[config.mk]
export PLATFORM = sky130hd
export DESIGN_NAME = fb_pixel_writer
export DESIGN_NICKNAME = d
export VERILOG_FILES = /design/src/rtl/fb_pixel_writer.sv
export SDC_FILE = /design/constraint.sdc
export NUM_CORES = 1
export LEC_CHECK = 0
export CAP_MARGIN = 20
export CORE_ASPECT_RATIO = 1.75
export CORE_UTILIZATION = 30
export DETAILED_ROUTE_END_ITERATION = 10
export PLACE_DENSITY_LB_ADDON = 0.3
export SETUP_SLACK_MARGIN = 0.15
export SYNTH_ARGS = -nofsm -noshare
export SYNTH_HDL_FRONTEND = slang
export SYNTH_SLANG_ARGS = --single-unit
[constraint.sdc]
create_clock -name clk -period 5.2 [get_ports clk]
set_input_delay 0.78 -clock clk [delete_from_list [all_inputs] [get_ports clk]]
set_output_delay 0.78 -clock clk [all_outputs]
set_load 0.02 [all_outputs]
[src/rtl/fb_pixel_writer.sv]
// fb_pixel_writer: final stage of the drawing pipeline. Bounds-checks one
// pixel per cycle, turns (x,y) into a linear framebuffer address, queues it
// in a small FIFO, and drains the FIFO through the shared framebuffer write
// port whenever scan-out grants that port.
//
// Handshake: the upstream request (pix_valid) is taken on an edge where
// pix_valid && pix_ready. pix_ready depends only on registered state, so it
// never depends on pix_valid. A request raised while pix_ready is low is
// dropped and leaves a sticky overflow flag. On the framebuffer side, fb_we
// is a one-cycle write strobe: each cycle it is high, the head entry is
// written and popped.
module fb_pixel_writer #(
  parameter int H_RES  = 640,
  parameter int V_RES  = 480,
  parameter int DEPTH  = 8,
  parameter int ADDR_W = 19
) (
  input  logic              clk,
  input  logic              rst,
  input  logic              pix_valid,
  input  logic [2:0]        pix_color,
  input  logic [9:0]        pix_x,
  input  logic [9:0]        pix_y,
  output logic              pix_ready,
  input  logic              fb_grant,
  output logic              fb_we,
  output logic [ADDR_W-1:0] fb_addr,
  output logic [2:0]        fb_data,
  output logic              busy,
  output logic              overflow,
  output logic [7:0]        drop_count
);

  localparam int PW = $clog2(DEPTH);
  localparam int CW = PW + 1;
  localparam int EW = ADDR_W + 3;

  // Stage A register
  logic              a_valid;
  logic [ADDR_W-1:0] a_addr;
  logic [2:0]        a_color;

  // FIFO storage and bookkeeping
  logic [EW-1:0]     mem [DEPTH];
  logic [PW-1:0]     wr_ptr;
  logic [PW-1:0]     rd_ptr;
  logic [CW-1:0]     count;
  logic [EW-1:0]     head;

  // Value shown on the port while the FIFO is empty
  logic [ADDR_W-1:0] last_addr;
  logic [2:0]        last_data;

  logic              accept;
  logic              in_range;
  logic [ADDR_W-1:0] pix_addr;
  logic              empty;
  logic              push;
  logic              pop;
  logic [CW:0]       occupancy;

  // Address is formed at full ADDR_W width so (H_RES-1,V_RES-1) never truncates.
  assign in_range  = (32'(pix_x) < H_RES) && (32'(pix_y) < V_RES);
  assign pix_addr  = ADDR_W'(pix_y) * ADDR_W'(H_RES) + ADDR_W'(pix_x);

  // Stage A counts as occupied so an accepted pixel always has a FIFO slot.
  assign occupancy = {1'b0, count} + {{CW{1'b0}}, a_valid};
  assign pix_ready = occupancy < (CW+1)'(DEPTH);
  assign accept    = pix_valid && pix_ready;

  assign empty     = (count == '0);
  assign head      = mem[rd_ptr];
  assign push      = a_valid;
  assign pop       = fb_we;

  assign fb_we     = !empty && fb_grant;
  assign fb_addr   = empty ? last_addr : head[EW-1:3];
  assign fb_data   = empty ? last_data : head[2:0];
  assign busy      = a_valid || !empty;

  // Stage A: capture in-range accepted pixels with their linear address.
  always_ff @(posedge clk) begin
    if (rst) begin
      a_valid <= 1'b0;
      a_addr  <= '0;
      a_color <= '0;
    end else begin
      a_valid <= accept && in_range;
      if (accept && in_range) begin
        a_addr  <= pix_addr;
        a_color <= pix_color;
      end
    end
  end

  // Status: sticky overflow on rejected requests, saturating drop counter.
  always_ff @(posedge clk) begin
    if (rst) begin
      overflow   <= 1'b0;
      drop_count <= '0;
    end else begin
      if (pix_valid && !pix_ready) overflow <= 1'b1;
      if (accept && !in_range && drop_count != 8'hFF) drop_count <= drop_count + 8'd1;
    end
  end

  // FIFO storage write; contents need no reset because count gates all reads.
  always_ff @(posedge clk) begin
    if (push) mem[wr_ptr] <= {a_addr, a_color};
  end

  // FIFO pointers and occupancy count.
  always_ff @(posedge clk) begin
    if (rst) begin
      wr_ptr <= '0;
      rd_ptr <= '0;
      count  <= '0;
    end else begin
      if (push) wr_ptr <= wr_ptr + PW'(1);
      if (pop)  rd_ptr <= rd_ptr + PW'(1);
      case ({push, pop})
        2'b10:   count <= count + CW'(1);
        2'b01:   count <= count - CW'(1);
        default: count <= count;
      endcase
    end
  end

  // Remember the last written entry so the port holds it while empty.
  always_ff @(posedge clk) begin
    if (rst) begin
      last_addr <= '0;
      last_data <= '0;
    end else if (pop) begin
      last_addr <= head[EW-1:3];
      last_data <= head[2:0];
    end
  end

endmodule

[Word-level counts from Yosys, hierarchy flattened]
Memory sizes are Yosys's and may differ from the RTL's. A register that Yosys moved wholly into a read port is not among the register bits.
Cells that the tools add are included.
Word-level totals
  bits in registers: 64
  RAM bits: 176
  input port bits: 27
  logic and storage cells: 45
  memories: 1
Memories
  mem: depth 8, bits a word 22, rd ports 1, clocked after Yosys merged registers in 1, write ports 1, RTL line 44  | logic [EW-1:0] mem [DEPTH];
Operators by class
  add/subtract/negate cells: 7
  $mul: 1
  magnitude comparators: 3
  equal/unequal tests: 3
  mux-type cells: 7
  reductions and logical operators: 13
Operator list (count)
  adder 19 x 10 -> 19 bit: 1
  2-to-1 mux 19 bit: 1
  multiplier 10 x 3 -> 12 bit, second input constant: 1
  < comparator 10 bit, second input constant: 1
  < comparator 10 x 9 -> 1 bit, second input constant: 1
  2-to-1 mux 3 bit: 3
  adder 8 x 1 -> 8 bit, second input constant: 1
  inequality test 8 bit, second input constant: 1
  one-hot mux 4 bit (2 select lines): 1
  logical AND 1 bit: 7
  adder 3 x 1 -> 3 bit, second input constant: 2
  adder 4 x 1 -> 5 bit: 1
  < comparator 5 x 4 -> 1 bit, second input constant: 1
  adder 4 x 1 -> 4 bit, second input constant: 1
  zero test 4 bit: 1
  subtractor 4 x 1 -> 4 bit, second input constant: 1
  zero test 1 bit: 3
  equality test 2 x 1 -> 1 bit, second input constant: 1
  equality test 2 bit, second input constant: 1
  2-to-1 mux 1 bit: 2
  nonzero test 2 bit: 1
  logical OR 1 bit: 1

[Longest topological paths before layout]
Gate-level depths: netlist (run 1).
  word-level depth: 5
  depth in mapped cells: 12
  gate-level depth less buffers: 9

[Worst setup path before layout (run 1)]
OpenSTA, ideal clock, no wires.
  path kind: input port to flip-flop
  start point: in pix_y[1]
  end point: reg a_addr[18]
  setup time: 0.087 ns
  arrival: 2.940 ns
  setup slack: 2.173 ns
  stages on the path: 9
  path buffers: 0
  cell sequence: ha_1 > ha_1 > fa_1 > a211oi_1 > nor2_1 > xnor2_1 > a211o_1 > o31a_1 > o31ai_1
On the way
  cells in the longest elaborated chain, start to end: 3
  elaborated cells between the ends (all ways): 5
RTL lines
  start, declared: RTL line 23  | input logic [9:0] pix_y,
  parallel branches: the longest is 3 deep, another holds adder 19 x 10 -> 19 bit
  end signal, assigned: RTL line 90  | a_addr <= pix_addr;
  end, declared: RTL line 40  | logic [ADDR_W-1:0] a_addr;
Several ways; the timed one is not identified.
A chain may end at the register's enable or synchronous reset.

==> results of run 1 <==
[per-layer routing]
metal / vias to the layer above / share of wire
met4: 0 / 0.021
met1: 2787 / 0.41
met2: 97 / 0.53
met5: - / 0
li1: 2649 / -
met3: 30 / 0.034
[critical path: cells and delay by family (launching register included)]
kind,cells,cell delay [ps]
AO/OA/AOI/OAI,1,120
buffers and inverters,2,970
multiplexers,2,670
flip-flops,1,840
[metrics by stage]
step                instances  hold WS (ps)  worst slack (ps)  utilization  power [W]
finish                   1150           485              1290        0.366    0.00583
global route             1150           522              1060        0.366    0.00611
CTS                      1149           499              1200        0.365    0.00591
detailed placement       1105           476              1470        0.337    0.00390
global placement         1105           464              1480        0.337    0.00389
floorplan                 663           477              2170            -    0.00331
[sequential cells by signal, indices dropped and copies added (netlist names), named ones only]
signal / count
last_addr: 19
a_addr: 19
rd_ptr: 3
mem: 176
overflow: 1
wr_ptr: 3
a_valid: 1
drop_count: 8
a_color: 3
count: 4
last_data: 3
[power groups by stage]
stage	sequential, W	clock (W)	combinational, W
6_report	0.00225	0.00200	0.00158
4_1_cts	0.00225	0.00204	0.00162
3_5_place_dp	0.00229	0	0.00161
2_1_floorplan	0.00226	0	0.00105
3_3_place_gp	0.00229	0	0.00160
5_1_grt	0.00226	0.00211	0.00174
[layout make-up]
class | instances | share of cell area
Sequential cell | 243 | 0.551
Timing Repair Buffer | 72 | 0.0573
Clock inverter | 13 | 0.0191
Inverter | 10 | 0.00312
Multi-Input combinational cell | 376 | 0.269
Clock buffer | 31 | 0.0582
Tap cell | 405 | 0.0421
[cell usage in the layout (no fill, tap or decap), types with 25 or more instances in the layout]
cell type / netlist / final
sky130_fd_sc_hd__edfxtp_1: 176 / 176
sky130_fd_sc_hd__nor2_1: 82 / 76
sky130_fd_sc_hd__dfxtp_1: 67 / 65
sky130_fd_sc_hd__clkdlybuf4s50_1: 0 / 59
sky130_fd_sc_hd__mux4_2: 44 / 44
sky130_fd_sc_hd__a21oi_1: 42 / 42
sky130_fd_sc_hd__nand2_1: 39 / 39
sky130_fd_sc_hd__a211oi_1: 28 / 28
sky130_fd_sc_hd__clkbuf_16: 0 / 27
sky130_fd_sc_hd__mux2i_1: 25 / 25
sky130_fd_sc_hd__ha_1: 25 / 25
[how the worst max path moves through the flow]
stage / startpoint / endpoint / cells past startpoint
floorplan: pix_y[1] / a_addr[18] / 9
global placement: pix_y[1] / a_addr[18] / 10
detailed placement: pix_y[1] / a_addr[18] / 10
CTS: flip-flop / fb_addr[7] / 5
global route: flip-flop / fb_addr[7] / 5
finish: flip-flop / fb_addr[8] / 5
[cells by family after synthesis]
logic type | count (synthesis) | share of synthesized area
DFF | 243 | 0.662
AOI/OAI and AO/OA | 101 | 0.0670
and+or+nand+nor | 151 | 0.0657
muxes | 69 | 0.124
xor gates and xnor gates | 27 | 0.0236
adders and majority gates | 28 | 0.0373
buffers and inverters | 44 | 0.0199
==> run summary, run 1 <==
===============================================================================================
Run status                                                                         finished clean
Synth Register Bits                                                                         243
Most heavily used metal layer in global routing                                            met2
Beginning of the worst hold path                                                       overflow
Total power per unit cell area                                                      485 nW/um^2
Count of inserted antenna diode cells                                                         0
Post-synth top flop                                                                sky130_fd_sc_hd__edfxtp_1
Chip Height                                                                              244 um
Worst-case hold path end point                                                         overflow
Maximum fanout count along the critical path                                                 28
Placer congestion estimate                                                                0.746
Max-cap viol count                                                                            0
Combinational share of power                                                              0.271
Area taken by multi-input logic gates                                                 3240 um^2
End of the worst register-to-register path                                             count[3]
Accumulated negative setup slack                                                           0 ps
Internal power summed over all cells                                                  0.00415 W
Number of setup buffers added after CTS                                                       0
CP required                                                                             4420 ps
Max clock buf depth                                                                           3
Synthesis-to-layout area growth                                                           20.3%
Total congestion overflow                                                                     0
Number of nets in the finished design                                                       782
Placeable core area                                                                  32900 um^2
Maximum clock frequency                                                               0.256 GHz
Post-synth design cell area                                                          10000 um^2
Leakage Power                                                                           3.98 nW
Total number of H-tree levels                                                                 1
1st-iter DRT viols                                                                          283
Global routing met3 resource utilization                                                 0.0149
Share of flip-flops with an asynchronous set or reset after synthesis                         0
Number of global-route vias before repair                                                  5890
Cell accounting for the most synthesized area                                      sky130_fd_sc_hd__edfxtp_1
Clock tree from TritonCTS                                                                 built
Max VDD drop                                                                           0.252 mV
Fin Clk Skew                                                                            9.99 ps
Area post-placement                                                                  11100 um^2
Warning count from the yosys run                                                              0
CTS hold repair buffers                                                                       0
Delay of the slowest critical-path stage                                                 840 ps
Psw                                                                                   0.00169 W
Portion of total power attributed to the clock network                                    0.343
Post-Synthesis Cells                                                                        663
Dominant cells by area after synthesis                                             sky130_fd_sc_hd__edfxtp_1 53%, sky130_fd_sc_hd__dfxtp_1 13%, sky130_fd_sc_hd__mux4_2 9.9%
Fraction of the yosys area taken by sequential cells                                      0.662
Hold WC Path Type                                                                       reg2reg
Setup slack, reg-to-reg                                                                 1970 ps
Nature of the critical path endpoint                                               primary output
Per-cell via count in the routed design                                                    4.84
Setup repair after global routing missed its margin                                       false
Total setup violations reported at the end of the flow                                        0
Most numerous cell types in the synthesized netlist                                176 x sky130_fd_sc_hd__edfxtp_1, 82 x sky130_fd_sc_hd__nor2_1, 67 x sky130_fd_sc_hd__dfxtp_1
Total number of placement rows                                                               88
Area share of the leading cell type in the synthesized netlist                            0.528
Instance count along the most critical hold path                                              2
Minimum clock period after layout                                                       3910 ps
Cell with the most instances after synthesis                                       sky130_fd_sc_hd__edfxtp_1
Critical Path Slowest Stage Cell                                                   sky130_fd_sc_hd__dfxtp_2
Worst Reg-to-Reg Cells                                                                       10
Residual DRC                                                                                  0
Combined global-route utilization of all metal layers                                     0.128
DRT antenna net count                                                                         0
Transition time at the pin with the least slew margin                                   1080 ps
Switching power as a share of total power                                                 0.289
Non-Filler Cell Area, Final                                                          12000 um^2
Post-detailed-placement half-perimeter wirelength                                       12.9 mm
Number of clock sinks seen by CTS                                                           243
Met1 usage                                                                                0.151
Initial antenna violation count                                                               0
Sequential group share of total power                                                     0.385
EDFF count, synth                                                                           176
Post-synthesis net count                                                                    718
Root Buffer Master                                                                 sky130_fd_sc_hd__clkbuf_16
Io pins                                                                                      61
Overall via count from detail_route                                                        5563
Number of filler cells placed in the layout                                                3108
Initial core utilization                                                                  0.304
Clock network latency to the later pin of the worst-skew pair                            510 ps
Final worst-path cycle share                                                              0.752
Total Wirelength                                                                        21.2 mm
Share of layout cells above drive strength 1                                              0.158
Headroom to the max-slew limit                                                            0.280
Largest net degree at the start of global routing                                            46
GR met2 Demand/Resource                                                                   0.239
Die Outline Area                                                                     34100 um^2
Per-cell routed wire length                                                             18.4 um
Synthesized area per cell                                                             15.1 um^2
Wire length of the first global-routing pass                                            33.2 mm
Clock input transition at the sequential cells of the worst setup and hold paths          70 ps
Data arrival, critical path                                                             3130 ps
Reg2reg start                                                                          count[0]
TritonCTS buffer count                                                                       24
X dimension of the die                                                                   140 um
Kind of critical path                                                                   reg2out
Hold Vio Cnt, Final                                                                           0
Count of input and output buffers                                                            60
Count of final max-slew check failures                                                        0
CTS-repair resized insts                                                                      0
Total iterations of the first detailed-routing run                                            4
Unique cell type count in the Yosys netlist                                                  49
Combined flip-flop and latch cell area                                                6630 um^2
Nature of the critical path startpoint                                                flip-flop
Series of cell instances along the critical path                                   buf_4 > mux4_2 > mux2i_1 > a21oi_1 > clkdlybuf4s50_1
===============================================================================================
(Power assumes the default switching activity.)
==> run 2, diff against run 1 <==
==> constraint.sdc (replaced) <==
create_clock -name clk -period 3.5 [get_ports clk]
set_input_delay 0.525 -clock clk [delete_from_list [all_inputs] [get_ports clk]]
set_output_delay 0.525 -clock clk [all_outputs]
set_load 0.02 [all_outputs]
==> run 2 against run 1 <==
  * Die area did not move
  * Routed wire length rose by 0.29%
  * Hold slack improved by 13 ps
  * Total power rose by 43%
  * Core utilization barely moved
  * Critical path type unchanged
  * Worst setup slack got worse by 990 ps
  * Cell count rose by 0.87%
==> run summary, run 2 (synthesized netlist as in run 1, its figures left out) <==
===============================================================================================
Chip Height                                                                              244 um
Max clock buf depth                                                                           3
Number of filler cells placed in the layout                                                3111
DRT antenna net count                                                                         0
Placer congestion estimate                                                                0.707
Share of layout cells above drive strength 1                                              0.167
Beginning of the worst hold path                                                   last_data[0]
Final worst-path cycle share                                                              0.913
Maximum fanout count along the critical path                                                 14
Overall via count from detail_route                                                        5559
Per-cell routed wire length                                                             18.3 um
Data arrival, critical path                                                             2670 ps
Worst Reg-to-Reg Cells                                                                        9
Clock input transition at the sequential cells of the worst setup and hold paths          60 ps
Reg2reg start                                                                          count[0]
Count of final max-slew check failures                                                        0
CP required                                                                             2970 ps
Overall power consumption                                                             0.00834 W
Count of input and output buffers                                                            60
Accumulated negative setup slack                                                           0 ps
Area post-placement                                                                  11200 um^2
Critical Path Slowest Stage Cell                                                   sky130_fd_sc_hd__clkdlybuf4s50_1
Residual DRC                                                                                  0
Placeable core area                                                                  32900 um^2
Minimum clock period after layout                                                       3200 ps
Count of inserted antenna diode cells                                                         0
Max-cap viol count                                                                            0
Setup slack after placement                                                             49.1 ps
Initial antenna violation count                                                               0
1st-iter DRT viols                                                                          257
Root Buffer Master                                                                 sky130_fd_sc_hd__clkbuf_16
Registers with the most flip-flops                                                 mem (176), a_addr (19), last_addr (19)
Per-cell via count in the routed design                                                    4.79
Hold Vio Cnt, Final                                                                           0
Total setup violations reported at the end of the flow                                        0
Number of nets in the finished design                                                       793
Run status                                                                         finished clean
Headroom to the max-slew limit                                                            0.400
Non-Filler Cell Area, Final                                                          12000 um^2
Number of global-route vias before repair                                                  5852
Initial core utilization                                                                  0.304
Wire length of the first global-routing pass                                            33.3 mm
Setup slack, reg-to-reg                                                                  800 ps
End of the worst register-to-register path                                             count[3]
Most frequent standard cell in the layout excluding fill and tap cells             sky130_fd_sc_hd__edfxtp_1
Io pins                                                                                      61
Largest net degree at the start of global routing                                            48
Worst-case hold path end point                                                     last_data[0]
Delay of the slowest critical-path stage                                                 590 ps
Nature of the critical path endpoint                                               primary output
Total iterations of the first detailed-routing run                                            4
Leakage Power                                                                           4.00 nW
Total Wirelength                                                                        21.2 mm
Clock network latency to the later pin of the worst-skew pair                            510 ps
X dimension of the die                                                                   140 um
Nature of the critical path startpoint                                                flip-flop
Post-detailed-placement half-perimeter wirelength                                       13.6 mm
Clock tree from TritonCTS                                                                 built
Largest reg by FF count                                                                     mem
Setup slack after layout                                                                 303 ps
Total number of placement rows                                                               88
Fin Clk Skew                                                                            5.31 ps
Series of cell instances along the critical path                                   buf_8 > mux4_2 > mux2i_1 > a21oi_1 > clkdlybuf4s50_1
Flip-flop count of the largest register, all copies and words added                         176
Kind of critical path                                                                   reg2out
Transition time at the pin with the least slew margin                                    898 ps
Number of clock sinks seen by CTS                                                           243
Combined global-route utilization of all metal layers                                     0.128
Total power per unit cell area                                                      694 nW/um^2
Instance count along the most critical hold path                                              2
Max VDD drop                                                                           0.359 mV
Hold WC Path Type                                                                       reg2reg
Maximum clock frequency                                                               0.313 GHz
Die Outline Area                                                                     34100 um^2
CTS hold repair buffers                                                                       0
Top library cells by usage in the layout, fill and taps aside                      176 x sky130_fd_sc_hd__edfxtp_1, 76 x sky130_fd_sc_hd__nor2_1, 65 x sky130_fd_sc_hd__dfxtp_1, 59 x sky130_fd_sc_hd__clkdlybuf4s50_1, 44 x sky130_fd_sc_hd__mux4_2
Total congestion overflow                                                                     0
Total number of H-tree levels                                                                 1
TritonCTS buffer count                                                                       24
Setup repair after global routing missed its margin                                       false
Synthesis-to-layout area growth                                                           20.2%
===============================================================================================
run 2: changes by cell type in the layout (fill, tap and decap cells not counted), moves of 3 or more:
cell                         previous run  this run
sky130_fd_sc_hd__clkbuf_1               3         6
sky130_fd_sc_hd__nor2_2                 0         4
sky130_fd_sc_hd__clkinv_2               2         5
sky130_fd_sc_hd__clkinv_1               0         3
sky130_fd_sc_hd__bufinv_16              6         3
sky130_fd_sc_hd__nor2_4                 6         2
sky130_fd_sc_hd__buf_4                 11        18
sky130_fd_sc_hd__mux2i_1               25        21
sky130_fd_sc_hd__buf_12                 0         3
sky130_fd_sc_hd__mux2i_2                0         4
sky130_fd_sc_hd__clkinvlp_4             3         0
run 2: critical path, delay by kind of cell (launching register included):
family | cells | cell delay, ps
buf+inv | 2 | 810
compound gates | 1 | 150
mux | 2 | 760
flops | 1 | 430
run 2: what timing repair did:
| item | in CTS | in global routing |
|---|---|---|
| setup endpoints to repair | 7 | 17 |
| cloned | 0 | 0 |
| setup buffers | 0 | 0 |
| pin swaps | 0 | 0 |
| gates resized for setup | 0 | 9 |
run 2: area by class of cell:
class,instances,area (um^2),share of cell area
clock buffer,32,662,0.0551
multi-input combinational,376,3240,0.269
inverter,10,37.5,0.00312
clock inverter,11,126,0.0105
tap,405,507,0.0422
timing repair buffer,83,821,0.0683
sequential,243,6630,0.552
run 2: report_power, final:
group / internal (W) / switching [W] / total, W / leakage [nW]
Clock: 0.00154 / 0.00103 / 0.00258 / 0.389
Combinational: 0.00113 / 0.00129 / 0.00242 / 1.41
Sequential: 0.00323 / 0.000120 / 0.00335 / 2.19
run 2: worst max-delay path by stage:
stage,start,end,slack (ps),cells after the start
global route,flip-flop,fb_addr[7],190,5
finish,flip-flop,fb_addr[0],300,5
CTS,flip-flop,fb_addr[0],90,5
global placement,pix_y[1],a_addr[18],70,10
detailed placement,pix_y[1],a_addr[18],50,10
floorplan,count[0],count[3],680,12
run 2: per-layer routing:
| metal | vias to the layer above | GRT usage | share of wire |
|---|---|---|---|
| li1 | 2670 | - | - |
| met1 | 2775 | 0.156 | 0.42 |
| met2 | 90 | 0.234 | 0.53 |
| met3 | 24 | 0.0165 | 0.031 |
| met4 | 0 | 0.0336 | 0.017 |
| met5 | - | 0 | 0 |
run 2: per-stage QoR:
stage / utilization / hold slack, ps / instances
final: 0.365 / 498 / 1160
after global routing: 0.365 / 524 / 1160
after CTS: 0.364 / 500 / 1160
after detailed placement: 0.340 / 491 / 1117
after global placement: 0.340 / 477 / 1117
after floorplan: - / 477 / 663
